File: src/rtl/rle_decoder.sv
// Run-length decoder: expands {symbol,count} byte pairs read from DPSRAM port A into packed words written back.
// Optional RLE_CHECK_EN adds a sticky format-error flag (zero count, odd size, truncation).
module rle_decoder #(
  parameter int MAX_MSG_SIZE = 16384,
  parameter int ADDR_W       = 16
) (
  input  logic              clk,
  input  logic              nreset,
  input  logic              start,
  input  logic [31:0]       rle_addr,
  input  logic [31:0]       rle_size,
  input  logic [31:0]       message_addr,
  output logic [31:0]       message_size,
  output logic              done,
  output logic              error,
  output logic              port_A_clk,
  output logic [31:0]       port_A_data_in,
  input  logic [31:0]       port_A_data_out,
  output logic [ADDR_W-1:0] port_A_addr,
  output logic              port_A_we
);

  typedef enum logic [2:0] {
    IDLE, RD_REQ, RD_WAIT, LATCH, EXPAND, WR, FLUSH, DONE
  } state_t;

  state_t              state_q, state_d;
  logic                start_q;
  logic [ADDR_W-1:0]   rle_base_q, rle_base_d, msg_base_q, msg_base_d;
  logic [31:0]         rle_size_q, rle_size_d, rd_off_q, rd_off_d;
  logic [31:0]         word_q, word_d, msize_q, msize_d;
  logic                pair_q, pair_d, pair1_vld_q, pair1_vld_d;
  logic [7:0]          sym_q, sym_d, run_q, run_d;
  logic [23:0]         asm_q, asm_d;
  logic [1:0]          cnt_q, cnt_d;
  logic [ADDR_W-1:0]   addr_q, addr_d;
  logic [31:0]         wdat_q, wdat_d;
  logic                we_q, we_d;
  logic                err_q, err_d;

  logic [ADDR_W-1:0]   rd_sum, wr_addr;
  logic                more_words, at_limit;
  logic                unused_hi;

  assign rd_sum     = rle_base_q + rd_off_q[ADDR_W-1:0];
  assign wr_addr    = msg_base_q + {msize_q[ADDR_W-1:2], 2'b00};
  assign more_words = ({1'b0, rd_off_q} + 33'd2) <= {1'b0, rle_size_q};
  assign at_limit   = (msize_q == 32'(MAX_MSG_SIZE));
  assign unused_hi  = ^{rle_addr, message_addr};

  assign port_A_clk     = clk;
  assign port_A_addr    = addr_q;
  assign port_A_data_in = wdat_q;
  assign port_A_we      = we_q;
  assign message_size   = msize_q;
  assign done           = (state_q == DONE);
`ifdef RLE_CHECK_EN
  assign error = err_q;
`else
  assign error = 1'b0;
`endif

  always_comb begin
    state_d     = state_q;
    rle_base_d  = rle_base_q;
    msg_base_d  = msg_base_q;
    rle_size_d  = rle_size_q;
    rd_off_d    = rd_off_q;
    word_d      = word_q;
    msize_d     = msize_q;
    pair_d      = pair_q;
    pair1_vld_d = pair1_vld_q;
    sym_d       = sym_q;
    run_d       = run_q;
    asm_d       = asm_q;
    cnt_d       = cnt_q;
    addr_d      = addr_q;
    wdat_d      = wdat_q;
    we_d        = 1'b0;
    err_d       = err_q;
    case (state_q)
      IDLE, DONE: begin
        if (start && !start_q) begin
          rle_base_d = rle_addr[ADDR_W-1:0];
          msg_base_d = message_addr[ADDR_W-1:0];
          rle_size_d = rle_size;
          rd_off_d   = 32'd0;
          msize_d    = 32'd0;
          asm_d      = 24'd0;
          cnt_d      = 2'd0;
          run_d      = 8'd0;
`ifdef RLE_CHECK_EN
          err_d      = rle_size[0];
`endif
          state_d    = (rle_size == 32'd0) ? DONE : RD_REQ;
        end
      end
      RD_REQ: begin
        addr_d  = {rd_sum[ADDR_W-1:2], 2'b00};
        state_d = RD_WAIT;
      end
      RD_WAIT: state_d = LATCH;
      LATCH: begin
        word_d      = port_A_data_out;
        sym_d       = port_A_data_out[7:0];
        run_d       = port_A_data_out[15:8];
        pair_d      = 1'b0;
        pair1_vld_d = ({1'b0, rd_off_q} + 33'd4) <= {1'b0, rle_size_q};
        rd_off_d    = rd_off_q + 32'd4;
`ifdef RLE_CHECK_EN
        if (port_A_data_out[15:8] == 8'd0) err_d = 1'b1;
`endif
        state_d     = EXPAND;
      end
      EXPAND: begin
        if (at_limit) begin
`ifdef RLE_CHECK_EN
          if (run_q != 8'd0 || (!pair_q && pair1_vld_q) || more_words) err_d = 1'b1;
`endif
          state_d = FLUSH;
        end else if (run_q == 8'd0) begin
          // Current pair exhausted (or count was zero): pick the next source of bytes.
          if (!pair_q && pair1_vld_q) begin
            pair_d = 1'b1;
            sym_d  = word_q[23:16];
            run_d  = word_q[31:24];
`ifdef RLE_CHECK_EN
            if (word_q[31:24] == 8'd0) err_d = 1'b1;
`endif
          end else if (more_words) begin
            state_d = RD_REQ;
          end else begin
            state_d = FLUSH;
          end
        end else begin
          run_d   = run_q - 8'd1;
          msize_d = msize_q + 32'd1;
          cnt_d   = cnt_q + 2'd1;
          case (cnt_q)
            2'd0: asm_d[7:0]   = sym_q;
            2'd1: asm_d[15:8]  = sym_q;
            2'd2: asm_d[23:16] = sym_q;
            default: begin
              addr_d  = wr_addr;
              wdat_d  = {sym_q, asm_q};
              we_d    = 1'b1;
              asm_d   = 24'd0;
              state_d = WR;
            end
          endcase
        end
      end
      WR: state_d = EXPAND;
      FLUSH: begin
        if (cnt_q != 2'd0) begin
          addr_d = wr_addr;
          wdat_d = {8'h00, asm_q};
          we_d   = 1'b1;
        end
        state_d = DONE;
      end
      default: state_d = IDLE;
    endcase
  end

  always_ff @(posedge clk) begin
    if (!nreset) begin
      state_q     <= IDLE;
      start_q     <= 1'b0;
      rle_base_q  <= '0;
      msg_base_q  <= '0;
      rle_size_q  <= '0;
      rd_off_q    <= '0;
      word_q      <= '0;
      msize_q     <= '0;
      pair_q      <= 1'b0;
      pair1_vld_q <= 1'b0;
      sym_q       <= '0;
      run_q       <= '0;
      asm_q       <= '0;
      cnt_q       <= '0;
      addr_q      <= '0;
      wdat_q      <= '0;
      we_q        <= 1'b0;
      err_q       <= 1'b0;
    end else begin
      state_q     <= state_d;
      start_q     <= start;
      rle_base_q  <= rle_base_d;
      msg_base_q  <= msg_base_d;
      rle_size_q  <= rle_size_d;
      rd_off_q    <= rd_off_d;
      word_q      <= word_d;
      msize_q     <= msize_d;
      pair_q      <= pair_d;
      pair1_vld_q <= pair1_vld_d;
      sym_q       <= sym_d;
      run_q       <= run_d;
      asm_q       <= asm_d;
      cnt_q       <= cnt_d;
      addr_q      <= addr_d;
      wdat_q      <= wdat_d;
      we_q        <= we_d;
      err_q       <= err_d;
    end
  end

endmodule

File: config.mk
export PLATFORM = sky130hd
export DESIGN_NAME = rle_decoder
export DESIGN_NICKNAME = d
export VERILOG_FILES = /design/src/rtl/rle_decoder.sv
export SDC_FILE = /design/constraint.sdc
export NUM_CORES = 1
export LEC_CHECK = 0
export CAP_MARGIN = 10
export CORE_AREA = 2 2 195 140
export CTS_BUF_LIST = sky130_fd_sc_hd__clkbuf_8
export CTS_CLUSTER_SIZE = 8
export DETAILED_ROUTE_END_ITERATION = 16
export DIE_AREA = 0 0 197 142
export PLACE_DENSITY = 0.76
export SKIP_LAST_GASP = 1
export SYNTH_ARGS = -nofsm -noshare
export SYNTH_HDL_FRONTEND = slang
export SYNTH_SLANG_ARGS = --single-unit
File: constraint.sdc
create_clock -name clk -period 3.9 [get_ports clk]
set_input_delay 0.39 -clock clk [delete_from_list [all_inputs] [get_ports clk]]
set_output_delay 0.39 -clock clk [all_outputs]
set_load 0.005 [all_outputs]
==> Yosys cells after proc, flatten, opt, wreduce, memory -nomap -nowiden <==
Cells that the tools add are included.
{ "word_totals": {"reg_bits": 257, "input_bits": 131, "out_inout_bits": 84, "wordCells": 136} }
{ "classes": {"n_addsub": 8, "n_lt_le_gt_ge": 2, "eq_ne": 23, "n_mux": 52, "reduce_logical": 32} }
{ "ops": {"columns": ["op", "count"], "rows": [
  ["2-to-1 mux 32 bit", 7],
  ["one-hot mux 32 bit (2 select lines)", 3],
  ["2-to-1 mux 24 bit", 3],
  ["less-or-equal comparator 33 x 32 -> 1 bit", 2],
  ["2-to-1 mux 16 bit", 4],
  ["one-hot mux 8 bit (2 select lines)", 4],
  ["2-to-1 mux 8 bit", 7],
  ["one-hot mux 16 bit (3 select lines)", 1],
  ["one-hot mux 24 bit (2 select lines)", 1],
  ["adder 32 x 2 -> 33 bit (second input constant)", 1],
  ["adder 32 x 3 -> 33 bit (second input constant)", 1],
  ["adder 16 bit", 2],
  ["adder 32 x 1 -> 32 bit (second input constant)", 1],
  ["adder 32 x 3 -> 32 bit (second input constant)", 1],
  ["equality test 32 x 15 -> 1 bit (second input constant)", 1],
  ["zero test 32 bit", 1],
  ["AND reduction 5 bit", 5],
  ["one-hot mux 8 bit (3 select lines)", 1],
  ["2-to-1 mux 3 bit", 7],
  ["inequality test 2 bit (second input constant)", 10],
  ["one-hot mux 3 bit (6 select lines)", 1],
  ["equality test 3 bit (second input constant)", 4],
  ["AND reduction 4 bit", 3],
  ["nonzero test 2 bit", 5],
  ["22 further kinds", 41]
]} }

==> Depth between registers and ports, before layout <==
{ "depth": {"word_depth": 7, "mapped_depth": 14, "depth_no_buf": 14} }

==> results.toml <==
[outcome]
status = "finished clean"

[setup_path]
crit_path_end_kind = "flip-flop"
critical_path.startpoint_type = "flip-flop"
worst_ep_required_time_ps = 4430
r2r_slack_ps = 490
cp-endpoint = "pair1_vld_q"
path_class = "flip-flop to flip-flop"
worst_r2r_endpoint = "pair1_vld_q"
arrival_ps = 3940
r2r_cells = 13
r2r-start = "rd_off_q[2]"
crit_start = "rd_off_q[2]"
worst-path-max-fanout = 8

[sta]
tightestPinTransition_ps = 1060
rsz0062_at_grt = "no"
timing.hold.ws_ps = 312
setup_viol = 0
relSlewSlack_pct = 29.3
timing.final.crit_share_pct = 87.3
setup_tns_ps = 0
hold_viol_final = 0
worst_slack_ps = 495
min_period_ps = 3410
fin_skew_ps = 20.5
slew_violations = 0
fmax_ghz = 0.294

[placement]
routabilityCongestion = 0.907
placedInstanceArea_um2 = 15100
port_buffers = 179
dp_hpwl_mm = 26.0
place_ws_ps = 545

[synthesis]
synth_top_family_by_area = "simple AND/OR/NAND/NOR gates"
ys.flop_type = "dfxtp_1"
synth-xor-area-share_pct = 4.61
synth_compound_gate_area_share_pct = 20.9
postSynthCellCount = 1624
synthTopCellsByCount = "nand2_1, dfxtp_1, a21boi_0"
synthArstFlopShare_pct = 0
synthTopCellsByArea = "dfxtp_1, ha_1, nand2_1, a21boi_0, nand3_1"
ys_types = 76
yosys_warnings = 0
synth_area_um2 = 13100
yosys_register_bits = 237
synthesis.nets = 1854
synth_mux_area_share_pct = 0.238
post-synth-top-count-cell = "nand2_1"
synth_fa_ha_area_share_pct = 9.50
yosysSeqAreaShare_pct = 36.2
synth_top_area_share_pct = 36.2
synth_edf_count = 0
synthSimpleGateAreaFrac_pct = 23.7
synth_area_per_cell_um2 = 8.08
synth_top_cell_by_area = "dfxtp_1"

[floorplan]
io_pins = 215
dieArea_um2 = 28000
initial_core_util_pct = 50.2
die_h_um = 142
dieWidth_um = 197
core_area_um2 = 26200
rows = 50

[global_route]
grt_util_met1_pct = 35.8
use_met3_pct = 4.60
grt_pass1_vias = 11500
grt_most_used_layer = "met2"
grt_pass1_wl_mm = 57.9
grt_max_degree = 80
gr-total-overflow = 0
use_met2_pct = 39.8
grt_use_total_pct = 25.4
antenna_found_initial = 0

[cts]
path_clk_slew_ps = 70
cts_setup_buffers = 0
clk_latency_ps = 640
cts_hold_buf = 0
cts_tree = "built"
ctsResizeCount = 0

[run]
drv_cap = 0

[final_layout]
layout-drive-gt1-share_pct = 6.11
n_antenna_cell = 0
area_growth_pct = 21.0
final_nets = 1990
final_area_um2 = 15900

[detailed_routing]
vias = 12000
wirelength_mm = 35.7
drc = 0
vias_per_cell = 5.64
wire_per_inst_um = 16.8
ant_nets = 0
drtIter0Drc = 767
firstDrtPassIters = 5

[power_and_ir_drop]
pwr_density_cell_nw_per_um2 = 461
power.leakage_nw = 6.35
power.total_w = 0.00733
ir_worst_vdd_uv = 276

[worst_hold_path]
hold_class = "primary input to flip-flop"
==> power breakdown <==
part	internal [W]	switching [W]
sequential	0.00267	0.000201
clock	0.00125	0.00102
combinational	0.000838	0.00135
total	0.00475	0.00257
==> cell type report <==
type                    instances  area, um2
multi-input cells            1223       7750
clock buffers                  55        753
fillers                      2331      10300
clock inverters                17       73.8
well taps                     338        423
inverters                      55        206
flip-flops and latches        237       4740
repair buffers                198       1930
==> per-stage QoR <==
| step | std cells | util [%] |
|---|---|---|
| floorplan | 1624 | - |
| global placement | 2052 | 57.6 |
| detailed placement | 2052 | 57.6 |
| CTS | 2123 | 60.7 |
| global route | 2123 | 60.7 |
| finish | 2123 | 60.7 |
==> layer usage <==
metal	part of all wire, %	wire (um)
met4	2.2	791
met3	5.9	2120
met5	0	0
met2	43	15500
met1	48	17300
==> critical path: stages (launching register included) <==
cell and delay (ps):
dfxtp_1 480, ha_1 260, nand3_1 170, nor4_2 360, and3_1 310, and4_1 250
nand2_1 110, xnor2_1 150, ha_1 290, nand2_1 80, nor4_1 440, o31ai_1 140
a21oi_1 160, o21ai_0 90
==> cells in the final DEF (no fill, tap or decap), types with 29 or more instances in the layout <==
master and instances:
a21o_1 31, xor2_1 29, nor2_1 71, a21boi_0 139, nand3_1 80, nor2b_1 29, a21oi_1 59, clkdlybuf4s50_1 178
ha_1 98, dfxtp_1 237, nand2_1 325, clkbuf_8 54, o21ai_0 56, xnor2_1 40, inv_1 66
==> kinds of logic (layout without fill, tap and decap cells) <==
group                    count (synthesis)  in the layout
multiplexers                             3              3
AO/OA/AOI/OAI                          392            392
adder cells (fa/ha/maj)                 99             99
XOR/XNOR                                69             69
AND/OR/NAND/NOR                        659            659
other                                    1              1
flip-flops                             237            237
buffers and inverters                  164            325
==> how the worst min path moves through the flow <==
stage                              startpoint                  to  slack [ps]  depth (start not counted)
after floorplan                    word_q[26]          word_q[26]         440                          2
after global placement     port_A_data_in[26]  port_A_data_in[26]         450                          2
after detailed placement            asm_q[23]           asm_q[23]         460                          2
after CTS                 port_A_data_out[22]          word_q[22]         290                          3
after global routing          message_addr[0]       msg_base_q[0]         310                          3
final                     port_A_data_out[22]          word_q[22]         310                          3
==> flip-flops by register name, indices dropped and copies added (netlist names), 2 cells and up <==
name,count
asm_q,24
cnt_q,2
message_size,32
msg_base_q,16
port_A_addr,16
port_A_data_in,32
rd_off_q,30
rle_base_q,14
rle_size_q,32
run_q,8
state_q,3
sym_q,8
word_q,16
Power figures use the tool's default switching activity.
==> RTL edit, RTL diff (config.mk and constraints unchanged) <==
The 8 states of `state_t` get a one-hot encoding in 8 bits.
--- a/src/rtl/rle_decoder.sv
+++ b/src/rtl/rle_decoder.sv
@@ -21,6 +21,6 @@
 );
 
-  typedef enum logic [2:0] {
-    IDLE, RD_REQ, RD_WAIT, LATCH, EXPAND, WR, FLUSH, DONE
+  typedef enum logic [7:0] {
+    IDLE = 8'b00000001, RD_REQ = 8'b00000010, RD_WAIT = 8'b00000100, LATCH = 8'b00001000, EXPAND = 8'b00010000, WR = 8'b00100000, FLUSH = 8'b01000000, DONE = 8'b10000000
   } state_t;
 
Check against the original RTL: same outputs for any inputs over 4 cycles, from zero or initial values and one cycle with nreset low; so few cycles prove little.
==> RTL edit against the unedited design <==
Sequential share of layout area fell by 0.49 points; worst setup slack got worse by 0.27 ns; clock skew barely moved; sequential power fell by 1%; sequential cell count rose by 5; first-iteration DRC count rose by 42%; power fell by 3.3%; final cell count rose by 3.6%; global-route usage rose by 1.1 points; synthesized area rose by 4.2%; wire length rose by 5.7%; die area did not move; cell area rose by 3.8%; largest power group unchanged.
==> RTL edit: results (changes against the unedited design) <==
- Share of total power in combinational logic: 27.7% (-2.2 points)
- Placement-stage cell area: 15,700 sq um (+3.9%)
- Mean instance size in the synthesized netlist: 8.01 sq um (-0.88%)
- End point of the worst hold path: msg_base_q[10]
- Share of cells above drive strength 1: 6.13% (+0.023 points)
- Total via count after detailed routing: 12.6k (+5.2%)
- Worst-path maximum fanout: 7 (-1)
- Max VDD drop: 0.312 mV (+13%)
- Synth Net Count: 1,933 (+4.3%)
- Leading cell types by count after synthesis: 334 x nand2_1, 242 x dfxtp_1, 125 x a21boi_0
- Leakage power summed over all cells: 6.53 nW (+2.8%)
- Period utilisation layout: 94.4% (+7.0 points)
- Total global-route track usage: 26.5% (+1.1 points)
- Launch instance of the worst min-delay path: message_addr[10]
- Critical-path cell with the highest stage delay: nor4_2
- Design Power: 0.00708 W (-3.3%)
- Adder-cell area share of the yosys netlist: 8.75% (-0.75 points)
- Worst slack after detailed placement: 0.293 ns (-0.252 ns)
- Share of the yosys chip area belonging to registers: 35.4% (-0.72 points)
- Post-synthesis mux area share: 0.293% (+0.054 points)
- Relative slew slack: 24.4% (-5.0 points)
- Status: complete, no violations
- Share of the synthesized area in compound gates (AO/OA/AOI/OAI): 19.7% (-1.2 points)
- Launching instance or port of the critical path: rd_off_q[12]
- Main area contributors after synthesis: dfxtp_1 35%, nand2_1 9.2%, ha_1 8.6%
- Worst-case register-to-register setup slack: 0.22 ns (-0.27 ns)
- NumNets Final: 2,061 (+3.6%)
- Net load switching power: 0.00242 W (-6.1%)
- Vias in the first global route: 11.8k (+3.1%)
- Arrival time worst endpoint: 4.23 ns (+0.29 ns)
- Worst hold margin: 0.291 ns (-0.0217 ns)
- Largest net degree at the start of global routing: 106 (+33%)
- Last weighted congestion value of the routability-driven placer: 0.930 (+2.5%)
- Number of DRC violations after detailed-routing iteration 0: 1,092 (+42%)
- Count of cell types in the netlist: 70 (-7.9%)
- Maximum cell stage delay along the critical path: 0.58 ns (+0.10 ns)
- XOR/XNOR share of the synthesized area: 5.13% (+0.52 points)
- Skew-Pair Late Insertion Delay: 0.67 ns (+0.03 ns)
- Setup skew after layout: 0.0201 ns (-0.000381 ns)
- Final instance count without filler cells: 2,200 (+3.6%)
RTL edit: changes by cell type after synthesis, moves of 6 or more:
cell,before,now
nor3_1,23,41
a22oi_1,17,2
clkbuf_1,87,107
nand4_1,23,61
a22o_1,6,0
nand2_1,326,334
nand3_1,80,58
a21boi_0,139,125
a21boi_1,1,24
and2_1,13,20
o21a_1,4,10
xor2_1,29,36
nor2_1,71,78
RTL edit: layout make-up:
class                           instances  share of cell area, %
Antenna cell                            2                 0.0304
Clock buffer                           54                   4.49
Clock inverter                         17                  0.493
Inverter                               50                   1.14
Multi-Input combinational cell       1285                   49.5
Sequential cell                       242                   29.4
Tap cell                              338                   2.57
Timing Repair Buffer                  212                   12.4
RTL edit: timing repair:
action	CTS	global route
resized for setup	0	2
setup buffers	0	1
endpoints found under the setup margin	0	1
endpoints found under the hold margin	0	0
RTL edit: layer usage:
metal	GRT usage, %	up-vias	share of wire, %
li1	-	6212	-
met1	38.9	5903	48
met2	40.2	417	43
met3	4.48	55	7.1
met4	7.08	0	1.6
met5	0	-	0
